==> config.mk <==
export PLATFORM = sky130hd
export DESIGN_NAME = uart_tx_arbiter
export DESIGN_NICKNAME = d
export VERILOG_FILES = /design/src/rtl/uart_arb_pkg.sv /design/src/rtl/rr_arbiter.sv /design/src/rtl/uart_tx_arbiter.sv
export SDC_FILE = /design/constraint.sdc
export NUM_CORES = 1
export LEC_CHECK = 0
export CAP_MARGIN = 20
export CORE_MARGIN = 3
export CORE_UTILIZATION = 42
export DETAILED_ROUTE_END_ITERATION = 7
export PLACE_DENSITY_LB_ADDON = 0.2
export SETUP_SLACK_MARGIN = 0.05
export SLEW_MARGIN = 20
export SYNTH_ARGS = -nofsm -noshare
export SYNTH_HDL_FRONTEND = slang
export SYNTH_SLANG_ARGS = --single-unit
==> constraint.sdc <==
create_clock -name clk -period 2.1 [get_ports clk]
set_input_delay 0.21 -clock clk [delete_from_list [all_inputs] [get_ports clk]]
set_output_delay 0.21 -clock clk [all_outputs]
set_load 0.05 [all_outputs]
==> src/rtl/uart_arb_pkg.sv <==
// Shared types and helpers for the UART TX arbiter.
package uart_arb_pkg;
  localparam int MAX_REQ = 8;

  typedef logic [7:0] uart_byte_t;

  typedef enum logic [2:0] {
    IDLE,
    LOAD,
    START,
    WAIT_ACK,
    WAIT_DONE
  } uart_arb_state_e;

  // Explicit wrap so non-power-of-2 requester counts stay in range.
  function automatic int wrap_inc(input int idx, input int n);
    return (idx >= n - 1) ? 0 : idx + 1;
  endfunction
endpackage

==> src/rtl/rr_arbiter.sv <==
// Combinational round-robin pick: first set req bit at or above ptr, with wrap.
module rr_arbiter #(
  parameter  int N = 2,
  localparam int W = (N > 1) ? $clog2(N) : 1
) (
  input  logic [N-1:0] req,
  input  logic [W-1:0] ptr,
  output logic [W-1:0] gnt_idx,
  output logic         gnt_valid
);
  function automatic int slot(input int p, input int k);
    int s;
    s = p + k;
    return (s >= N) ? s - N : s;
  endfunction

  // Scan from the farthest offset down so the nearest one to ptr wins last.
  always_comb begin
    gnt_idx   = '0;
    gnt_valid = 1'b0;
    for (int k = N - 1; k >= 0; k--) begin
      if (req[slot(int'(ptr), k)]) begin
        gnt_idx   = W'(slot(int'(ptr), k));
        gnt_valid = 1'b1;
      end
    end
  end
endmodule

==> src/rtl/uart_tx_arbiter.sv <==
// Round-robin, packet-locked sharing of one UART TX core among NUM_REQ byte streams.
// Optional stall revocation is built when UART_ARB_TIMEOUT_EN is defined.
module uart_tx_arbiter
  import uart_arb_pkg::*;
#(
  parameter  int NUM_REQ        = 2,
  parameter  int TIMEOUT_CYCLES = 100000,
  localparam int GW             = $clog2(NUM_REQ)
) (
  input  logic                 clk,
  input  logic                 reset_n,
  input  logic [NUM_REQ-1:0]   req_valid,
  input  logic [NUM_REQ*8-1:0] req_data,
  input  logic [NUM_REQ-1:0]   req_last,
  output logic [NUM_REQ-1:0]   req_ready,
  output logic                 tx_start,
  output logic [7:0]           tx_data,
  input  logic                 tx_busy,
  output logic [GW-1:0]        grant_id,
  output logic                 arb_busy,
  output logic                 timeout_pulse
);
  if (NUM_REQ < 2 || NUM_REQ > MAX_REQ || TIMEOUT_CYCLES < 1) begin : g_bad_cfg
    $error("uart_tx_arbiter: unsupported NUM_REQ or TIMEOUT_CYCLES");
  end

  uart_arb_state_e r_state;
  logic [GW-1:0]   r_rr_ptr;
  logic [GW-1:0]   r_grant;
  logic            r_last;
  logic            r_tx_start;
  logic            r_arb_busy;
  logic            r_timeout;
  uart_byte_t      r_tx_data;

  logic [GW-1:0]   w_pick;
  logic            w_pick_vld;
  logic            w_own_vld;
  logic            w_timeout_hit;
  logic [GW-1:0]   w_next_ptr;

  rr_arbiter #(.N(NUM_REQ)) u_rr (
    .req       (req_valid),
    .ptr       (r_rr_ptr),
    .gnt_idx   (w_pick),
    .gnt_valid (w_pick_vld)
  );

  assign w_own_vld  = req_valid[r_grant];
  assign w_next_ptr = GW'(wrap_inc(int'(r_grant), NUM_REQ));

`ifdef UART_ARB_TIMEOUT_EN
  localparam int TW = $clog2(TIMEOUT_CYCLES + 1);
  logic [TW-1:0] r_to_cnt;

  // Fires on the last permitted LOAD cycle; the pulse is seen as the count reaches the limit.
  assign w_timeout_hit = (r_state == LOAD) && (r_to_cnt == TW'(TIMEOUT_CYCLES - 1));

  always_ff @(posedge clk or negedge reset_n) begin
    if (!reset_n) r_to_cnt <= '0;
    else          r_to_cnt <= (r_state == LOAD) ? r_to_cnt + 1'b1 : '0;
  end
`else
  assign w_timeout_hit = 1'b0;
`endif

  always_comb begin
    req_ready = '0;
    if (r_state == LOAD && !w_timeout_hit) req_ready[r_grant] = w_own_vld;
  end

  always_ff @(posedge clk or negedge reset_n) begin
    if (!reset_n) begin
      r_state    <= IDLE;
      r_rr_ptr   <= '0;
      r_grant    <= '0;
      r_last     <= 1'b0;
      r_tx_start <= 1'b0;
      r_arb_busy <= 1'b0;
      r_timeout  <= 1'b0;
      r_tx_data  <= '0;
    end else begin
      r_tx_start <= 1'b0;
      r_timeout  <= 1'b0;
      case (r_state)
        IDLE: begin
          if (w_pick_vld && !tx_busy) begin
            r_grant    <= w_pick;
            r_arb_busy <= 1'b1;
            r_state    <= LOAD;
          end
        end
        LOAD: begin
          if (w_timeout_hit) begin
            r_timeout  <= 1'b1;
            r_rr_ptr   <= w_next_ptr;
            r_arb_busy <= 1'b0;
            r_state    <= IDLE;
          end else if (w_own_vld) begin
            r_tx_data  <= req_data[{r_grant, 3'b000} +: 8];
            r_last     <= req_last[r_grant];
            r_tx_start <= 1'b1;
            r_state    <= START;
          end
        end
        START:    r_state <= WAIT_ACK;
        WAIT_ACK: if (tx_busy) r_state <= WAIT_DONE;
        WAIT_DONE: begin
          if (!tx_busy) begin
            if (r_last) begin
              r_rr_ptr   <= w_next_ptr;
              r_arb_busy <= 1'b0;
              r_state    <= IDLE;
            end else begin
              r_state    <= LOAD;
            end
          end
        end
        default: begin
          r_arb_busy <= 1'b0;
          r_state    <= IDLE;
        end
      endcase
    end
  end

  assign tx_start      = r_tx_start;
  assign tx_data       = r_tx_data;
  assign grant_id      = r_grant;
  assign arb_busy      = r_arb_busy;
  assign timeout_pulse = r_timeout;
endmodule

==> summary by stage <==
Final layout
The share of the core filled with cells is 0.6538. The filler cells instantiated in the layout total 173. In the final layout, the share of cells above drive strength 1 is 0.3056.

The sequential cell area is 400.4 um2. The area taken by multi-input logic gates is 447.9 um2. Leaving out fill and tap cells, the most frequent cell in the layout is sky130_fd_sc_hd__clkdlybuf4s50_1. The repair_antennas step left the layout with diodes totalling 0.

The post-route cell area is 1309 um2. At the end of the flow, the number of nets in the layout was 132. The synthesis-to-finish area growth is 45.08%. In the layout the commonest cells are sky130_fd_sc_hd__clkdlybuf4s50_1 (32), sky130_fd_sc_hd__dfrtp_1 (16), sky130_fd_sc_hd__mux2_2 (10).

Logic synthesis
The cell area after technology mapping is 902.1 um2. Ranked by total cell area, the synthesized netlist is headed by sky130_fd_sc_hd__dfrtp_1 (44%), sky130_fd_sc_hd__mux2_4 (15%), sky130_fd_sc_hd__mux2_2 (12%). Summed over all instances, the cell type with the most area after synthesis is sky130_fd_sc_hd__dfrtp_1.

The number of nets handed over by synthesis was 96. The Yosys warning count is 0. The unique cell type count in the Yosys netlist is 29. Synthesis inferred 16 register bits. The mean post-synth cell area is 12.36 um2.

The number of standard cells after synthesis is 73. The sequential cell area fraction in the yosys report is 0.4438. The share of the synthesized area in the top cell type is 0.4438.

Global routing
The number of global-route vias before repair is 676. The global routing met3 resource utilization is 0.04274. In the global route stage, overall resource usage came out at 0.1513. After global routing the overflow that remains totals 0.

The number of antenna violations at the first check in global routing came to 0. The global-route wire length before repair is 3029 um. The maximum number of pins on one net before global-route repair is 17. The met1 global-route usage is 0.1895.

The global routing met2 resource utilization is 0.2479. The most heavily used metal layer in global routing is met2.

STA
The final worst hold slack is 0.3323 ns. Setup violations remaining at the end of the flow were counted as 0. In this run the tightest slew margin relative to its limit is 0.5392. The post-route clock period utilization is 0.8992. Timing would allow up to 529.6 MHz.

Summed over all failing endpoints, the final setup total negative slack is 0 ns. The number of failing hold endpoints at the final stage is 0. The smallest clock period supported by the final layout is computed as 1.888 ns. Between clock sinks in the finished design, the worst skew comes to 0.007926 ns. Setup repair after global routing left no endpoint under its margin. The count of final max-slew check failures is 0.

At the pin with the least slew margin, the transition time is 0.6891 ns.

Floorplan
For this configuration, the core starts out at a cell density of 0.4506. The total area inside the core boundary comes to 2002 um2. The floorplan die area is 2740 um2.

For this design the top-level I/O count stands at 37. In this run the core area contains 16 standard-cell rows. The floorplan step set the die height to 52.35 um. The die is 52.35 um wide.

Critical path
The beginning of the worst register-to-register path is r_state[0]. In this run the critical register-to-register path is captured at tx_data[4]. STA classifies the critical path endpoint as an output pin.

The highest fanout seen on the critical path is 9. Data on the critical path is required at its endpoint by 1.89 ns. The type of the worst setup path is register to output pin.

The worst setup path is launched from a register. Data arrives at the worst endpoint at 1.68 ns. The setup check on the worst reg-to-reg path leaves a slack of 0.34 ns. The number of cells on the worst reg-to-reg path is 3.

Tracing the worst setup path back leads to its startpoint at r_state[0].

CTS
TritonCTS built the clock tree. The clock net sink count is 16. The clock latency of the later-clocked register in the worst-skew pair is 0.28 ns. In this run the number of H-tree levels came out at 1.

The number of CTS-inserted buffers is 3. The post-cts hold buffer count is 0. Buffers added to address setup during post-CTS repair amount to 0.

The number of resized instances in the post-cts repair step is 0. Clock tree synthesis selected as its root buffer the cell sky130_fd_sc_hd__clkbuf_4. The clock input transition at the sequential cells of the worst setup and hold paths is 0.10 ns. The clock passes through at most 2 buffers.

Route
In this run the remaining antenna-violating nets after routing total 0. The detailed-route DRC error count is 0. The detailed router placed 661 vias in this run. The via-per-instance ratio is 4.896. In the final routed layout, each cell accounts on average for 14.27 um. The first detailed-routing pass ran for 4 iterations. The final layout contains routed wiring with a total length of 1927 um.

The number of DRC violations after detailed-routing iteration 0 is 3.

Placed design
The last weighted congestion value of the routability-driven placer is 0.7827. The placed wire-length estimate after detailed placement is 1446 um. The count of input and output buffers is 35.

Summing all placed instances gives a cell area of 1272 um2.

Pwr
In this run the power density over the cells is 1578 nW/um2. Across the VDD grid, the largest voltage drop is 0.8148 mV. The cell leakage power is 0.5547 nW.

Job
The count of maximum capacitance violations is 0.

Hold path
The class of the tightest hold or removal check is primary input to async pin.

Outcome
The flow ran to the end, and the final reports show no timing, DRC or antenna violations.
[routing by layer]
| metal | vias up | routed length (um) | share of wire |
|---|---|---|---|
| li1 | 325 | - | - |
| met1 | 307 | 855 | 0.44 |
| met2 | 27 | 906 | 0.47 |
| met3 | 2 | 152 | 0.079 |
| met4 | 0 | 13 | 0.0067 |
| met5 | - | 0 | 0 |
[Yosys cell counts]
cell type / n
sky130_fd_sc_hd__nor2b_1: 1
sky130_fd_sc_hd__or3b_4: 1
sky130_fd_sc_hd__mux2_2: 10
sky130_fd_sc_hd__inv_1: 2
sky130_fd_sc_hd__nand2_1: 2
sky130_fd_sc_hd__a311oi_1: 1
sky130_fd_sc_hd__nor4_1: 1
sky130_fd_sc_hd__buf_6: 1
sky130_fd_sc_hd__nor2_1: 2
sky130_fd_sc_hd__nand3_1: 2
sky130_fd_sc_hd__o21ai_0: 2
sky130_fd_sc_hd__buf_12: 1
sky130_fd_sc_hd__a32o_1: 1
sky130_fd_sc_hd__clkbuf_2: 1
sky130_fd_sc_hd__mux2_4: 9
sky130_fd_sc_hd__or2_2: 1
sky130_fd_sc_hd__dfrtp_1: 16
sky130_fd_sc_hd__a31oi_1: 1
sky130_fd_sc_hd__and2b_2: 1
sky130_fd_sc_hd__nor3_1: 2
sky130_fd_sc_hd__conb_1: 1
sky130_fd_sc_hd__a21oi_1: 4
sky130_fd_sc_hd__nor3b_1: 2
sky130_fd_sc_hd__o21bai_1: 1
sky130_fd_sc_hd__buf_4: 1
sky130_fd_sc_hd__nor2b_4: 1
sky130_fd_sc_hd__mux2i_1: 2
sky130_fd_sc_hd__clkbuf_1: 2
sky130_fd_sc_hd__nand2b_1: 1
[how the worst max path moves through the flow]
| stage | depth (start not counted) | end |
|---|---|---|
| floorplan | 3 | req_ready[1] |
| global placement | 4 | r_last |
| detailed placement | 4 | tx_data[3] |
| CTS | 3 | req_ready[0] |
| global route | 3 | req_ready[0] |
| finish | 3 | req_ready[0] |
[cell type report]
type / count / area share
Tap cell: 27 / 0.02581
Multi-Input combinational cell: 49 / 0.3423
Sequential cell: 16 / 0.3059
Clock buffer: 4 / 0.02772
Inverter: 2 / 0.005736
Timing Repair Buffer: 37 / 0.2925
[cell families after synthesis]
group                  share of synthesized area
AOI/OAI and AO/OA                        0.06936
muxes                                     0.2968
and+or+nand+nor                           0.1207
DFF                                       0.4438
buffers and inverters                    0.06519
other                                   0.004157
[power by group]
part / internal [mW] / switching, mW
Sequential: 0.458 / 0.117
Combinational: 0.594 / 0.691
Clock: 0.105 / 0.0994
Total: 1.16 / 0.907
[stage by stage]
step | setup WS, ns | std cells | total power, mW
after global routing | 0.1627 | 135 | 2.171
after detailed placement | 0.2431 | 131 | 1.870
after global placement | 0.2999 | 131 | 1.846
final | 0.2117 | 135 | 2.065
after CTS | 0.2184 | 135 | 2.073
after floorplan | 0.06875 | 73 | 1.523
[registers in the layout, summed over array words and instances (netlist names)]
signal    cells
arb_busy      1
grant_id      1
r_last        1
r_rr_ptr      1
r_state       3
tx_data       8
tx_start      1
[worst max-delay path, stage by stage, from the launching register on]
cell and delay (ns):
sky130_fd_sc_hd__dfrtp_1 0.49, sky130_fd_sc_hd__or3b_4 0.46, sky130_fd_sc_hd__nor3b_2 0.27, sky130_fd_sc_hd__buf_12 0.17
(Power assumes the default switching activity.)
